$ cat config.mk
export PLATFORM = sky130hd
export DESIGN_NAME = amp_freq_ctrl_flat
export DESIGN_NICKNAME = d
export VERILOG_FILES = /design/src/rtl/amp_freq_ctrl_if.sv /design/src/rtl/amp_freq_ctrl.sv /design/src/flat_wrapper.sv
export SDC_FILE = /design/constraint.sdc
export NUM_CORES = 1
export LEC_CHECK = 0
export CAP_MARGIN = 15
export CORE_MARGIN = 1.5
export CORE_UTILIZATION = 40
export DETAILED_ROUTE_END_ITERATION = 8
export GPL_TIMING_DRIVEN = 1
export SLEW_MARGIN = 0
export SYNTH_ARGS = -nofsm -noshare
export SYNTH_HDL_FRONTEND = slang
export SYNTH_SLANG_ARGS = --single-unit
$ cat constraint.sdc
create_clock -name clk -period 2.6 [get_ports clk]
set_clock_uncertainty 0.05 [all_clocks]
set_input_delay 0.26 -clock clk [delete_from_list [all_inputs] [get_ports clk]]
set_output_delay 0.26 -clock clk [all_outputs]
set_load 0.02 [all_outputs]
$ cat src/rtl/amp_freq_ctrl_if.sv
// amp_freq_ctrl_if: request inputs and amplitude/frequency status outputs of amp_freq_ctrl.
interface amp_freq_ctrl_if #(
    parameter int WIDTH = 3
);
    logic             a_up;
    logic             a_down;
    logic             f_up;
    logic             f_down;
    logic             err_clr;
    logic [WIDTH-1:0] A;
    logic [WIDTH-1:0] F;
    logic             F0;
    logic             A0;
    logic             busy;
    logic             error;

    modport master (
        output a_up, a_down, f_up, f_down, err_clr,
        input  A, F, F0, A0, busy, error
    );

    modport slave (
        input  a_up, a_down, f_up, f_down, err_clr,
        output A, F, F0, A0, busy, error
    );
endinterface

$ cat src/rtl/amp_freq_ctrl.sv
// amp_freq_ctrl: edge-triggered saturating amplitude/frequency controller with automatic
// amplitude decay once frequency reaches zero.
module amp_freq_ctrl #(
    parameter int WIDTH     = 3,
    parameter int A_INIT    = 4,
    parameter int F_INIT    = 4,
    parameter int A_MAX     = 7,
    parameter int F_MAX     = 7,
    parameter int DECAY_DIV = 4
) (
    input logic            clk,
    input logic            reset,
    amp_freq_ctrl_if.slave bus
);
    typedef enum logic [1:0] {RUN, DECAY, STOPPED} state_t;
    localparam int CW = $clog2(DECAY_DIV + 1);
    localparam logic [WIDTH-1:0] AMAX = WIDTH'(A_MAX);
    localparam logic [WIDTH-1:0] FMAX = WIDTH'(F_MAX);
    localparam logic [CW-1:0]    DMAX = CW'(DECAY_DIV - 1);

    state_t           state, state_n;
    logic [WIDTH-1:0] a_q, a_n, f_q, f_n, a_step, f_step;
    logic [CW-1:0]    cnt, cnt_n;
    logic             err_q, err_n, err_set;
    logic [3:0]       req, prev, rise;
    logic             a_inc, a_dec, f_inc, f_dec, a_err, f_err;

    assign req  = {bus.a_up, bus.a_down, bus.f_up, bus.f_down};
    assign rise = req & ~prev;
    // Opposing edges in the same cycle cancel each other silently
    assign a_inc = rise[3] & ~rise[2];
    assign a_dec = rise[2] & ~rise[3];
    assign f_inc = rise[1] & ~rise[0];
    assign f_dec = rise[0] & ~rise[1];

    assign a_err  = (a_inc && a_q == AMAX) || (a_dec && a_q == '0);
    assign f_err  = (f_inc && f_q == FMAX) || (f_dec && f_q == '0);
    assign a_step = (a_inc && a_q != AMAX) ? a_q + 1'b1 : (a_dec && a_q != '0) ? a_q - 1'b1 : a_q;
    assign f_step = (f_inc && f_q != FMAX) ? f_q + 1'b1 : (f_dec && f_q != '0) ? f_q - 1'b1 : f_q;

    always_ff @(posedge clk or posedge reset) begin
        if (reset) begin
            state <= RUN;
            a_q   <= WIDTH'(A_INIT);
            f_q   <= WIDTH'(F_INIT);
            cnt   <= '0;
            err_q <= 1'b0;
            prev  <= '0;
        end else begin
            state <= state_n;
            a_q   <= a_n;
            f_q   <= f_n;
            cnt   <= cnt_n;
            err_q <= err_n;
            prev  <= req;
        end
    end

    always_comb begin
        state_n = state;
        a_n     = a_q;
        f_n     = f_q;
        cnt_n   = cnt;
        err_set = 1'b0;
        case (state)
            RUN: begin
                a_n     = a_step;
                f_n     = f_step;
                err_set = a_err | f_err;
                // Leave RUN only when F is already zero and not being raised this edge
                if (f_q == '0 && f_step == '0) begin
                    state_n = (a_step != '0) ? DECAY : STOPPED;
                    cnt_n   = '0;
                end
            end
            DECAY: begin
                if (f_inc) begin
                    f_n     = WIDTH'(1);
                    state_n = RUN;
                    cnt_n   = '0;
                end else if (a_q == '0) begin
                    state_n = STOPPED;
                    cnt_n   = '0;
                end else if (cnt == DMAX) begin
                    a_n   = a_q - 1'b1;
                    cnt_n = '0;
                end else begin
                    cnt_n = cnt + 1'b1;
                end
            end
            STOPPED: begin
                a_n     = a_step;
                err_set = a_err | f_dec;
                if (f_inc) begin
                    f_n     = WIDTH'(1);
                    state_n = RUN;
                end
            end
            default: state_n = RUN;
        endcase
        err_n = err_set | (err_q & ~bus.err_clr);
    end

    assign bus.A     = a_q;
    assign bus.F     = f_q;
    assign bus.A0    = (a_q == '0);
    assign bus.F0    = (f_q == '0);
    assign bus.busy  = (state == DECAY);
    assign bus.error = err_q;
endmodule

$ cat src/flat_wrapper.sv
// flat-port wrapper written by rule: the top's interface ports become plain ports
module amp_freq_ctrl_flat 
#(
    parameter int WIDTH     = 3,
    parameter int A_INIT    = 4,
    parameter int F_INIT    = 4,
    parameter int A_MAX     = 7,
    parameter int F_MAX     = 7,
    parameter int DECAY_DIV = 4
)
  (clk, reset, bus_a_up, bus_a_down, bus_f_up, bus_f_down, bus_err_clr, bus_A, bus_F, bus_F0, bus_A0, bus_busy, bus_error);
  amp_freq_ctrl_if #(.WIDTH(WIDTH)) bus_i ();
  input logic clk;
  input logic reset;
  input wire logic [$bits(bus_i.a_up)-1:0] bus_a_up;
  input wire logic [$bits(bus_i.a_down)-1:0] bus_a_down;
  input wire logic [$bits(bus_i.f_up)-1:0] bus_f_up;
  input wire logic [$bits(bus_i.f_down)-1:0] bus_f_down;
  input wire logic [$bits(bus_i.err_clr)-1:0] bus_err_clr;
  output wire logic [$bits(bus_i.A)-1:0] bus_A;
  output wire logic [$bits(bus_i.F)-1:0] bus_F;
  output wire logic [$bits(bus_i.F0)-1:0] bus_F0;
  output wire logic [$bits(bus_i.A0)-1:0] bus_A0;
  output wire logic [$bits(bus_i.busy)-1:0] bus_busy;
  output wire logic [$bits(bus_i.error)-1:0] bus_error;
  assign bus_i.a_up = bus_a_up;
  assign bus_i.a_down = bus_a_down;
  assign bus_i.f_up = bus_f_up;
  assign bus_i.f_down = bus_f_down;
  assign bus_i.err_clr = bus_err_clr;
  assign bus_A = bus_i.A;
  assign bus_F = bus_i.F;
  assign bus_F0 = bus_i.F0;
  assign bus_A0 = bus_i.A0;
  assign bus_busy = bus_i.busy;
  assign bus_error = bus_i.error;
  amp_freq_ctrl #(.WIDTH(WIDTH), .A_INIT(A_INIT), .F_INIT(F_INIT), .A_MAX(A_MAX), .F_MAX(F_MAX), .DECAY_DIV(DECAY_DIV)) u_core (.clk(clk), .reset(reset), .bus(bus_i));
endmodule
==> metrics.md <==
| Metric | Value |
|---|---|
| Die Y | 58.3 um |
| Path type of the worst setup path | flip-flop to flip-flop |
| Hold crit path type | primary input to async pin |
| All-Layer GR Usage | 0.181 |
| DRC viols | 2 |
| Final hold slack | 0.282 ns |
| Multi-input gate area | 746 sq um |
| Largest net degree at the start of global routing | 17 |
| Commonest non-fill, non-tap cell in the layout | clkdlybuf4s50_1 |
| Core ar. | 0.00283 sq mm |
| PostCTS Resize Cnt | 0 |
| TNS Setup | 0 ns |
| Max-slew violations | 0 |
| Final Core Density | 0.518 |
| Cell Area, Placed | 0.00143 sq mm |
| Layout Cell Area excl Fill | 0.00147 sq mm |
| Clock transition at the registers of the reported paths | 0.11 ns |
| Port Buf Inserts | 16 |
| Non-filler cells, final | 184 |
| Register Area | 403 sq um |
| Slew HR | 0.567 |
| Row count | 19 |
| IO Count | 17 |
| Yosys reg bits | 16 |
| CTS buffer count | 3 |
| Dpl hpwl | 2.06 mm |
| Filler instances | 272 |
| Syn avg cell area | 9.25 sq um |
| # hold bufs at CTS | 0 |
| RSZ-0062 raised after global routing | no |
| CP Capture Type | flip-flop |
| Die width | 58.3 um |
| # Post-CTS Setup Buffers | 0 |
| Post-synthesis instance total | 132 |
| Clk sinks | 16 |
| Antenna violations before repair | 0 |
| Pwr per Cell Area | 1250 mW/mm^2 |
| DR vias/cell | 5.67 |
| Number of global-route vias before repair | 1051 |
| Final hold violation count | 0 |
| Leakage | 0.638 nW |
| Overflow after GRT | 0 |
| Register area share after synthesis | 0.330 |
| Ys async rst share | 1.00 |
| CP startpoint | u_core.bus.F[0]$_DFFE_PP0P_ |
| Top FF cell, synth | dfrtp_1 |
| Post-synth EDFFs | 0 |
| Antenna diodes | 0 |
| Failing checks | design-rule violations |
| Dpl ws | 0.120 ns |
| DRT Wirelength | 2.65 mm |
| Most frequent cells in the layout | clkdlybuf4s50_1 (16), inv_1 (14), dfrtp_1 (14), ha_1 (12), nor2_1 (9) |
| Top cell type by total area after synthesis | dfrtp_1 |
| Yosys top cell area share | 0.287 |
| CTS tree | done |
| Placer congestion estimate | 0.882 |
| Mapped Area | 0.00122 sq mm |
| Via count | 1043 |
| Placed cell count | 180 |
| Synthesis-to-finish area growth | 20.1% |
| WL per Instance | 14.4 um |
| Pre-Repair DR Iteration Count | 6 |
| CP startpoint kind | flip-flop |
| CTS Buffer Depth | 2 |
| Post-route ant nets | 0 |
| CP required | 2.75 ns |
| Crit path max fanout | 6 |
| First-pass GRT wire length | 4.66 mm |
| Max rail drop VDD | 0.591 mV |
| Initial DRC count | 39 |
| Skew-Pair Late Insertion Delay | 0.30 ns |
| Count of different cell masters after synthesis | 50 |
| Tmin final | 2.48 ns |
| Die area | 0.00339 sq mm |
| Layout Nets | 173 |
| Reg2reg start | u_core.bus.F[0]$_DFFE_PP0P_ |
| H-tree depth | 1 |
| Status | finished with violations |
| Syn_nets | 151 |
| Final setup vio count | 0 |
| Tcrit/Tclk final | 0.953 |
| Worst Tran Pin Value | 0.648 ns |
| Clock root cell | clkbuf_4 |
| Max-cap viol count | 0 |
| Final worst slack | 0.122 ns |
| Share of layout cells above drive strength 1 | 0.124 |
| Starting Density | 0.432 |
| WP data arrival | 2.63 ns |
| Synth warn | 0 |
| Total Power | 1.84 mW |
| Synth top area cells | dfrtp_1 (29%), ha_1 (12%), dfstp_2 (4.3%) |
| F_max | 0.404 GHz |
==> cells by family (layout without fill, tap and decap cells) <==
| family | Yosys count | in the layout | share of synthesized area |
|---|---|---|---|
| compound gates | 37 | 37 | 0.220 |
| xor+xnor | 1 | 1 | 0.00717 |
| fa+ha+maj | 12 | 12 | 0.123 |
| buf+inv | 17 | 38 | 0.0594 |
| flops | 16 | 16 | 0.330 |
| mux | 2 | 2 | 0.0184 |
| simple gates | 47 | 47 | 0.242 |
==> cell usage after synthesis, drive strengths merged, types with 2 or more instances <==
master and instances:
dfstp 2, nor3b 2, dfrtp 14, o211ai 2, a31oi 3, nand2b 6
o22ai 2, ha 12, nor2 9, nand3 5, nand2 5, a211oi 2
nor3 4, a21o 3, mux2 2, o21ai 5, a21oi 7, nor2b 4
or4 3, inv 14, buf 2
==> power breakdown <==
group	total [mW]	internal, mW	switching (mW)
Combinational	1.22	0.561	0.662
Clock	0.172	0.0854	0.0869
Sequential	0.442	0.348	0.0938
Total	1.84	0.995	0.843
==> worst max-delay path: stages, from the launching register on <==
cell	delay, ns
dfrtp_1	0.44
ha_1	0.23
ha_1	0.24
or4_4	0.54
o221a_4	0.32
nor3_4	0.22
mux2_2	0.35
==> path summary, 6_finish.rpt <==
path                                                to  slack [ns]  cells past startpoint
max in group asynchronous  u_core.bus.F[0]$_DFFE_PP0P_        1.79                      2
setup reg to reg             u_core.cnt[0]$_DFFE_PP0P_        0.12                      6
min in group clk              u_core.prev[1]$_DFF_PP0_        0.39                      1
hold / removal             u_core.bus.F[1]$_DFFE_PP0P_        0.28                      2
hold reg to reg              u_core.cnt[1]$_DFFE_PP0P_        0.48                      1
setup / recovery             u_core.cnt[0]$_DFFE_PP0P_        0.12                      6
==> flip-flops by register name, summed over array words and instances (netlist names) <==
name	cells
u_core.bus.F	3
u_core.state	2
u_core.bus.error	1
u_core.bus.A	3
u_core.prev	4
u_core.cnt	3
==> layout make-up <==
class                   count  area share
clock buffers               4      0.0247
well taps                  31      0.0265
flip-flops and latches     16       0.275
inverters                  14      0.0358
multi-input cells          99       0.509
repair buffers             20       0.130
==> layer usage <==
metal	part of all wire	vias to the layer above	wire, um	global-route usage
li1	-	529	-	-
met2	0.46	22	1210	0.274
met4	0.019	0	50	0.0930
met3	0.036	8	94	0.0446
met5	0	-	0	0
met1	0.49	484	1300	0.239
Note: power is estimated with default switching activity, not from simulation.
